<file path="src/rtl/eu_pkg.sv">
// eu_pkg: definitions shared by the execution-unit command front end.
//   - opcode constants (MUL, DIV, highest legal opcode)
//   - dispatcher FSM state enum
//   - result width
package eu_pkg;

    localparam int RES_W = 16;

    localparam logic [3:0] OP_MUL       = 4'h8;
    localparam logic [3:0] OP_DIV       = 4'h9;
    localparam logic [3:0] OP_MAX_LEGAL = 4'h9;

    typedef enum logic [1:0] {
        ST_IDLE  = 2'd0,
        ST_ISSUE = 2'd1,
        ST_WAIT  = 2'd2,
        ST_RESP  = 2'd3
    } eu_state_e;

endpackage

</file>
<file path="src/rtl/eu_cmd_fifo.sv">
// eu_cmd_fifo: small synchronous command FIFO for eu_dispatch.
//   clk, rst   : clock and synchronous active-high reset (empties the FIFO)
//   push_i     : write wdata_i (ignored while full_o)
//   wdata_i    : packed command {opcode, a, b, tag}
//   pop_i      : discard the head entry (ignored while empty_o)
//   rdata_o    : head entry, valid whenever empty_o is low
//   full_o     : no free entry
//   empty_o    : no stored entry
// Pointers carry one extra wrap bit so full and empty are told apart by
// comparing the pointers alone. The head is read combinationally so the
// dispatcher can load it in the same cycle it decides to pop.
module eu_cmd_fifo #(
    parameter int DEPTH = 4,
    parameter int WIDTH = 24
) (
    input  logic             clk,
    input  logic             rst,
    input  logic             push_i,
    input  logic [WIDTH-1:0] wdata_i,
    input  logic             pop_i,
    output logic [WIDTH-1:0] rdata_o,
    output logic             full_o,
    output logic             empty_o
);

    localparam int AW = $clog2(DEPTH);
    localparam int PW = AW + 1;

    logic [PW-1:0]    wr_ptr_q, wr_ptr_d;
    logic [PW-1:0]    rd_ptr_q, rd_ptr_d;
    logic [WIDTH-1:0] mem_q [DEPTH];
    logic             do_push;
    logic             do_pop;

    assign empty_o = (wr_ptr_q == rd_ptr_q);
    assign full_o  = (wr_ptr_q[AW] != rd_ptr_q[AW]) &&
                     (wr_ptr_q[AW-1:0] == rd_ptr_q[AW-1:0]);

    assign do_push = push_i && !full_o;
    assign do_pop  = pop_i && !empty_o;

    assign wr_ptr_d = do_push ? wr_ptr_q + 1'b1 : wr_ptr_q;
    assign rd_ptr_d = do_pop  ? rd_ptr_q + 1'b1 : rd_ptr_q;

    always_ff @(posedge clk) begin
        if (rst) begin
            wr_ptr_q <= '0;
            rd_ptr_q <= '0;
        end else begin
            wr_ptr_q <= wr_ptr_d;
            rd_ptr_q <= rd_ptr_d;
        end
    end

    // Storage needs no reset: an entry is only read after it was written.
    generate
        for (genvar gi = 0; gi < DEPTH; gi++) begin : g_entry
            always_ff @(posedge clk) begin
                if (do_push && (wr_ptr_q[AW-1:0] == AW'(gi))) begin
                    mem_q[gi] <= wdata_i;
                end
            end
        end
    endgenerate

    assign rdata_o = mem_q[rd_ptr_q[AW-1:0]];

endmodule

</file>
<file path="src/rtl/eu_dispatch.sv">
// eu_dispatch: command front end for the execution unit.
// Buffers commands in eu_cmd_fifo, issues one at a time with a single-cycle
// eu_start pulse, holds opcode/operands stable until eu_done (or timeout),
// then presents result, tag and error flag on a valid/ready response port.
//   cmd_*      : command input (valid/ready), opcode, operands, tag
//   eu_start   : one-cycle start pulse; eu_opcode/eu_a/eu_b held ISSUE..WAIT
//   eu_busy    : unit busy, blocks a new issue (covers ops orphaned by reset)
//   eu_done    : done pulse, eu_result sampled only then and only in WAIT
//   rsp_*      : response output (valid/ready), result, tag, error flag
// Optional feature macro DIVZERO_TRAP_EN: when defined, DIV with b=0 is
// answered locally with an error instead of being issued.
module eu_dispatch
    import eu_pkg::*;
#(
    parameter int DEPTH   = 4,
    parameter int TAG_W   = 4,
    parameter int TIMEOUT = 64
) (
    input  logic             clk,
    input  logic             rst,
    input  logic             cmd_valid,
    output logic             cmd_ready,
    input  logic [3:0]       cmd_opcode,
    input  logic [7:0]       cmd_a,
    input  logic [7:0]       cmd_b,
    input  logic [TAG_W-1:0] cmd_tag,
    output logic             eu_start,
    output logic [3:0]       eu_opcode,
    output logic [7:0]       eu_a,
    output logic [7:0]       eu_b,
    input  logic             eu_busy,
    input  logic             eu_done,
    input  logic [RES_W-1:0] eu_result,
    output logic             rsp_valid,
    input  logic             rsp_ready,
    output logic [RES_W-1:0] rsp_result,
    output logic [TAG_W-1:0] rsp_tag,
    output logic             rsp_err
);

    localparam int FW    = 4 + 8 + 8 + TAG_W;
    localparam int TMR_W = $clog2(TIMEOUT);

    eu_state_e          state_q, state_d;
    logic [3:0]         op_opcode_q, op_opcode_d;
    logic [7:0]         op_a_q, op_a_d;
    logic [7:0]         op_b_q, op_b_d;
    logic [TAG_W-1:0]   op_tag_q, op_tag_d;
    logic [RES_W-1:0]   res_q, res_d;
    logic               err_q, err_d;
    logic [TMR_W-1:0]   timer_q, timer_d;

    logic [FW-1:0]      fifo_rdata;
    logic               fifo_full;
    logic               fifo_empty;
    logic               pop;
    logic [3:0]         h_op;
    logic [7:0]         h_a;
    logic [7:0]         h_b;
    logic [TAG_W-1:0]   h_tag;
    logic               h_trap;

    eu_cmd_fifo #(
        .DEPTH (DEPTH),
        .WIDTH (FW)
    ) u_fifo (
        .clk     (clk),
        .rst     (rst),
        .push_i  (cmd_valid),
        .wdata_i ({cmd_opcode, cmd_a, cmd_b, cmd_tag}),
        .pop_i   (pop),
        .rdata_o (fifo_rdata),
        .full_o  (fifo_full),
        .empty_o (fifo_empty)
    );

    assign cmd_ready = !fifo_full;
    assign {h_op, h_a, h_b, h_tag} = fifo_rdata;

    // Head commands answered locally with an error instead of being issued.
`ifdef DIVZERO_TRAP_EN
    assign h_trap = (h_op > OP_MAX_LEGAL) || ((h_op == OP_DIV) && (h_b == 8'd0));
`else
    assign h_trap = (h_op > OP_MAX_LEGAL);
`endif

    assign pop = (state_q == ST_IDLE) && !fifo_empty && !eu_busy;

    always_comb begin
        state_d     = state_q;
        op_opcode_d = op_opcode_q;
        op_a_d      = op_a_q;
        op_b_d      = op_b_q;
        op_tag_d    = op_tag_q;
        res_d       = res_q;
        err_d       = err_q;
        timer_d     = timer_q;
        case (state_q)
            ST_IDLE: begin
                if (pop) begin
                    op_opcode_d = h_op;
                    op_a_d      = h_a;
                    op_b_d      = h_b;
                    op_tag_d    = h_tag;
                    if (h_trap) begin
                        res_d   = '0;
                        err_d   = 1'b1;
                        state_d = ST_RESP;
                    end else begin
                        state_d = ST_ISSUE;
                    end
                end
            end
            ST_ISSUE: begin
                timer_d = '0;
                state_d = ST_WAIT;
            end
            ST_WAIT: begin
                if (eu_done) begin
                    res_d   = eu_result;
                    err_d   = 1'b0;
                    state_d = ST_RESP;
                end else if (timer_q == TMR_W'(TIMEOUT - 1)) begin
                    // Timer counts WAIT cycles from 0, so this leaves WAIT
                    // after exactly TIMEOUT cycles.
                    res_d   = '0;
                    err_d   = 1'b1;
                    state_d = ST_RESP;
                end else begin
                    timer_d = timer_q + 1'b1;
                end
            end
            ST_RESP: begin
                if (rsp_ready) begin
                    state_d = ST_IDLE;
                end
            end
            default: state_d = ST_IDLE;
        endcase
    end

    always_ff @(posedge clk) begin
        if (rst) begin
            state_q     <= ST_IDLE;
            op_opcode_q <= '0;
            op_a_q      <= '0;
            op_b_q      <= '0;
            op_tag_q    <= '0;
            res_q       <= '0;
            err_q       <= 1'b0;
            timer_q     <= '0;
        end else begin
            state_q     <= state_d;
            op_opcode_q <= op_opcode_d;
            op_a_q      <= op_a_d;
            op_b_q      <= op_b_d;
            op_tag_q    <= op_tag_d;
            res_q       <= res_d;
            err_q       <= err_d;
            timer_q     <= timer_d;
        end
    end

    assign eu_start   = (state_q == ST_ISSUE);
    assign eu_opcode  = op_opcode_q;
    assign eu_a       = op_a_q;
    assign eu_b       = op_b_q;
    assign rsp_valid  = (state_q == ST_RESP);
    assign rsp_result = res_q;
    assign rsp_tag    = op_tag_q;
    assign rsp_err    = err_q;

endmodule

</file>
<file path="config.mk">
export PLATFORM = sky130hd
export DESIGN_NAME = eu_dispatch
export DESIGN_NICKNAME = d
export VERILOG_FILES = /design/src/rtl/eu_pkg.sv /design/src/rtl/eu_cmd_fifo.sv /design/src/rtl/eu_dispatch.sv
export SDC_FILE = /design/constraint.sdc
export NUM_CORES = 1
export LEC_CHECK = 0
export ABC_AREA = 1
export CORE_UTILIZATION = 46
export DETAILED_ROUTE_END_ITERATION = 16
export PLACE_DENSITY = 0.7
export SLEW_MARGIN = 20
export SYNTH_ARGS = -nofsm -noshare
export SYNTH_HDL_FRONTEND = slang
export SYNTH_HIERARCHICAL = 1
export SYNTH_SLANG_ARGS = --single-unit
</file>
<file path="constraint.sdc">
create_clock -name clk -period 3.4 [get_ports clk]
set_input_delay 0.85 -clock clk [delete_from_list [all_inputs] [get_ports clk]]
set_output_delay 0.85 -clock clk [all_outputs]
set_load 0.005 [all_outputs]
</file>
==> results.json <==
{
  "wirelength_um": 13870,
  "synth-compound-area-share_pct": 10.02,
  "ys_types": 28,
  "min_from": "eu_a[4]",
  "drt_first_pass_iters": 4,
  "cp_top_family": "simple AND/OR/NAND/NOR gates",
  "endpoint": "rsp_result[2]",
  "die_x_um": 119.5,
  "cts_sinks": 153,
  "n_antenna_cell": 0,
  "yosysTopAreaCell": "edfxtp_1",
  "antenna_found_initial": 0,
  "syn_area_mm2": 0.006355,
  "cts_buffer_depth": 2,
  "coreArea_mm2": 0.01335,
  "ctsResizeCount": 0,
  "rr_worst_depth": 11,
  "drv_cap": 0,
  "drt_first_iter_violations": 272,
  "endpoint_kind": "flop",
  "r2r_end": "rsp_result[2]",
  "slowest_stage": "dfxtp_1",
  "worstSetupPathType": "flop to flop",
  "p_leak_nw": 3.026,
  "synth_nets": 700,
  "io_buffers": 89,
  "fmax_mhz": 368.2,
  "tns_ps": 0,
  "cts_hold_buf": 0,
  "clockRootBuffer": "clkbuf_16",
  "grt_max_degree": 34,
  "worst_pin_slew_ps": 776.1,
  "fin_crit_ps": 2716,
  "layout-drive-gt1-share_pct": 9.237,
  "start_kind": "flop",
  "worstPathMaxFanout": 33,
  "synthAdderAreaFrac_pct": 2.166,
  "vias": 4688,
  "drc": 0,
  "cp_common_cell": "nand2_1",
  "crit_chain": "inv_2, o21ai_0, o22ai_1, inv_1, nand2_1, nand3_1, nand2_2, nand3_4, nand2_1, nand2_1, nor2_1",
  "worstPathRequired_ps": 3710,
  "synth-seq-cells": 153,
  "min_path_type": "flop to flop",
  "rsz0062_at_grt": "false",
  "synth.avg_cell_area_um2": 9.883,
  "die_y_um": 119.5,
  "post_cts_buffers": 0,
  "clk_latency_ps": 420,
  "gr-total-overflow": 0,
  "grt_use_total_pct": 20.60,
  "yosys.area_share.simple_pct": 17.33,
  "hold_depth": 2,
  "final_core_util_pct": 59.92,
  "rows": 42,
  "htreeDepth": 4,
  "synth_top_cell_area_share_pct": 45.36,
  "slew_viol_final": 0,
  "finClkSkew_ps": 8.410,
  "ff2ff_setup_slack_ps": 680,
  "place_hpwl_um": 8730,
  "status": "finished clean",
  "tritoncts": "yes",
  "yosys-mux-area-fraction_pct": 0,
  "cp_num_cells": 11,
  "power_mw": 5.875,
  "setup_violations": 0,
  "power_density_mw_per_mm2": 734.5,
  "ys_seq_area_share_pct": 63.32,
  "ir_drop_v": 0.0003676,
  "synth_xor_area_share_pct": 0,
  "cp.buffers_inverters": 2,
  "synth_top_family_by_area": "simple AND/OR/NAND/NOR gates",
  "clk_pin_slew_worst_paths_ps": 60,
  "antenna_left": 0,
  "timing.final.crit_share_pct": 79.87,
  "nNetsFinal": 791,
  "grt_pass1_wl_um": 22530,
  "post_drt_wl_per_cell_um": 15.02,
  "synthTopCellsByArea": "edfxtp_1 (45%), dfxtp_1 (18%), nand2_1 (6.7%)",
  "finalHoldViolCount": 0,
  "routabilityCongestion": 0.7860,
  "cts_buffers": 17,
  "initial_core_util_pct": 47.61,
  "viasPerCell": 5.079,
  "grt_pass1_vias": 4543,
  "cp.arrival_ps": 3020,
  "max_stage_delay_ps": 800,
  "area_delta_synth_final_pct": 25.85,
  "slew_headroom_pct": 48.20,
  "yosys_warnings": 6,
  "synthCells": 643,
  "die-area_mm2": 0.01429,
  "ios": 90
}
state kept, by name, indices dropped and copies added (netlist names), named ones only:
signal and count:
state_q 2, eu_opcode 4, rsp_err 1, u_fifo/mem_q 96
eu_a 8, rsp_result 16, u_fifo/rd_ptr_q 3, timer_q 6
eu_b 8, u_fifo/wr_ptr_q 3, rsp_tag 4
Yosys cell counts, drive strengths merged:
cell,instances
a21oi,34
buf,20
clkbuf,8
clkinv,1
dfxtp,57
edfxtp,96
ha,11
inv,75
nand2,127
nand3,16
nand4,13
nor2,98
o21ai,58
o21bai,3
o22ai,24
or2,2
cell usage in the layout, fill, tap and decap left out, types with 12 or more instances in the layout:
cell / instances
edfxtp_1: 96
nor2_1: 92
nand3_1: 12
clkbuf_16: 17
a21oi_1: 33
dfxtp_1: 57
o21ai_0: 55
o22ai_1: 24
nand4_1: 13
inv_1: 69
nand2_2: 13
clkdlybuf4s50_1: 89
nand2_1: 114
per-layer routing:
metal	routed length [µm]	vias to the layer above	track usage (%)	part of all wire [%]
li1	-	2321	-	-
met3	762	19	4.420	5.5
met4	200	0	8.047	1.4
met5	0	-	0	0
met1	6252	2211	26.70	45
met2	6652	137	33.78	48
cell families (layout without fill, tap and decap cells):
family / after synthesis / in the layout
DFF: 153 / 153
adders and majority gates: 11 / 11
buffers and inverters: 104 / 208
AOI/OAI and AO/OA: 119 / 119
and+or+nand+nor: 256 / 256
worst min-delay path by stage:
stage                            end  slack, ps
after floorplan           timer_q[5]        460
after global placement       eu_a[5]        460
after detailed placement     eu_b[4]        460
after CTS                    eu_b[4]        480
after global routing         eu_b[4]        500
final                        eu_a[4]        470
cell type report:
type / instances / area (µm²)
flip-flops and latches: 153 / 4024
multi-input cells: 386 / 1883
inverters: 76 / 285.3
repair buffers: 100 / 973.4
fillers: 1109 / 5350
clock inverters: 12 / 175.2
well taps: 176 / 220.2
clock buffers: 20 / 436.7
metrics by stage:
stage	std cells	setup WS [ps]	hold WS (ps)	area, µm²
floorplan	643	1042	455.2	6355
global placement	891	649.2	463.3	7386
detailed placement	891	598.9	459.0	7386
CTS	923	676.3	475.5	7998
global route	923	402.1	495.5	7998
finish	923	684.3	474.6	7998
worst register-to-register path, delay by kind of cell, from the launching register on:
family	cells	cell delay, ps
and+or+nand+nor	7	900
buffers and inverters	2	540
DFF	1	800
AOI/OAI and AO/OA	2	370
power breakdown:
group	internal, mW	leakage (nW)	switching (mW)
clock	1.23	0.293	0.716
sequential	2.19	1.35	0.133
combinational	0.674	1.39	0.933
total	4.09	3.03	1.78
Note: power is estimated with default switching activity, not from simulation.
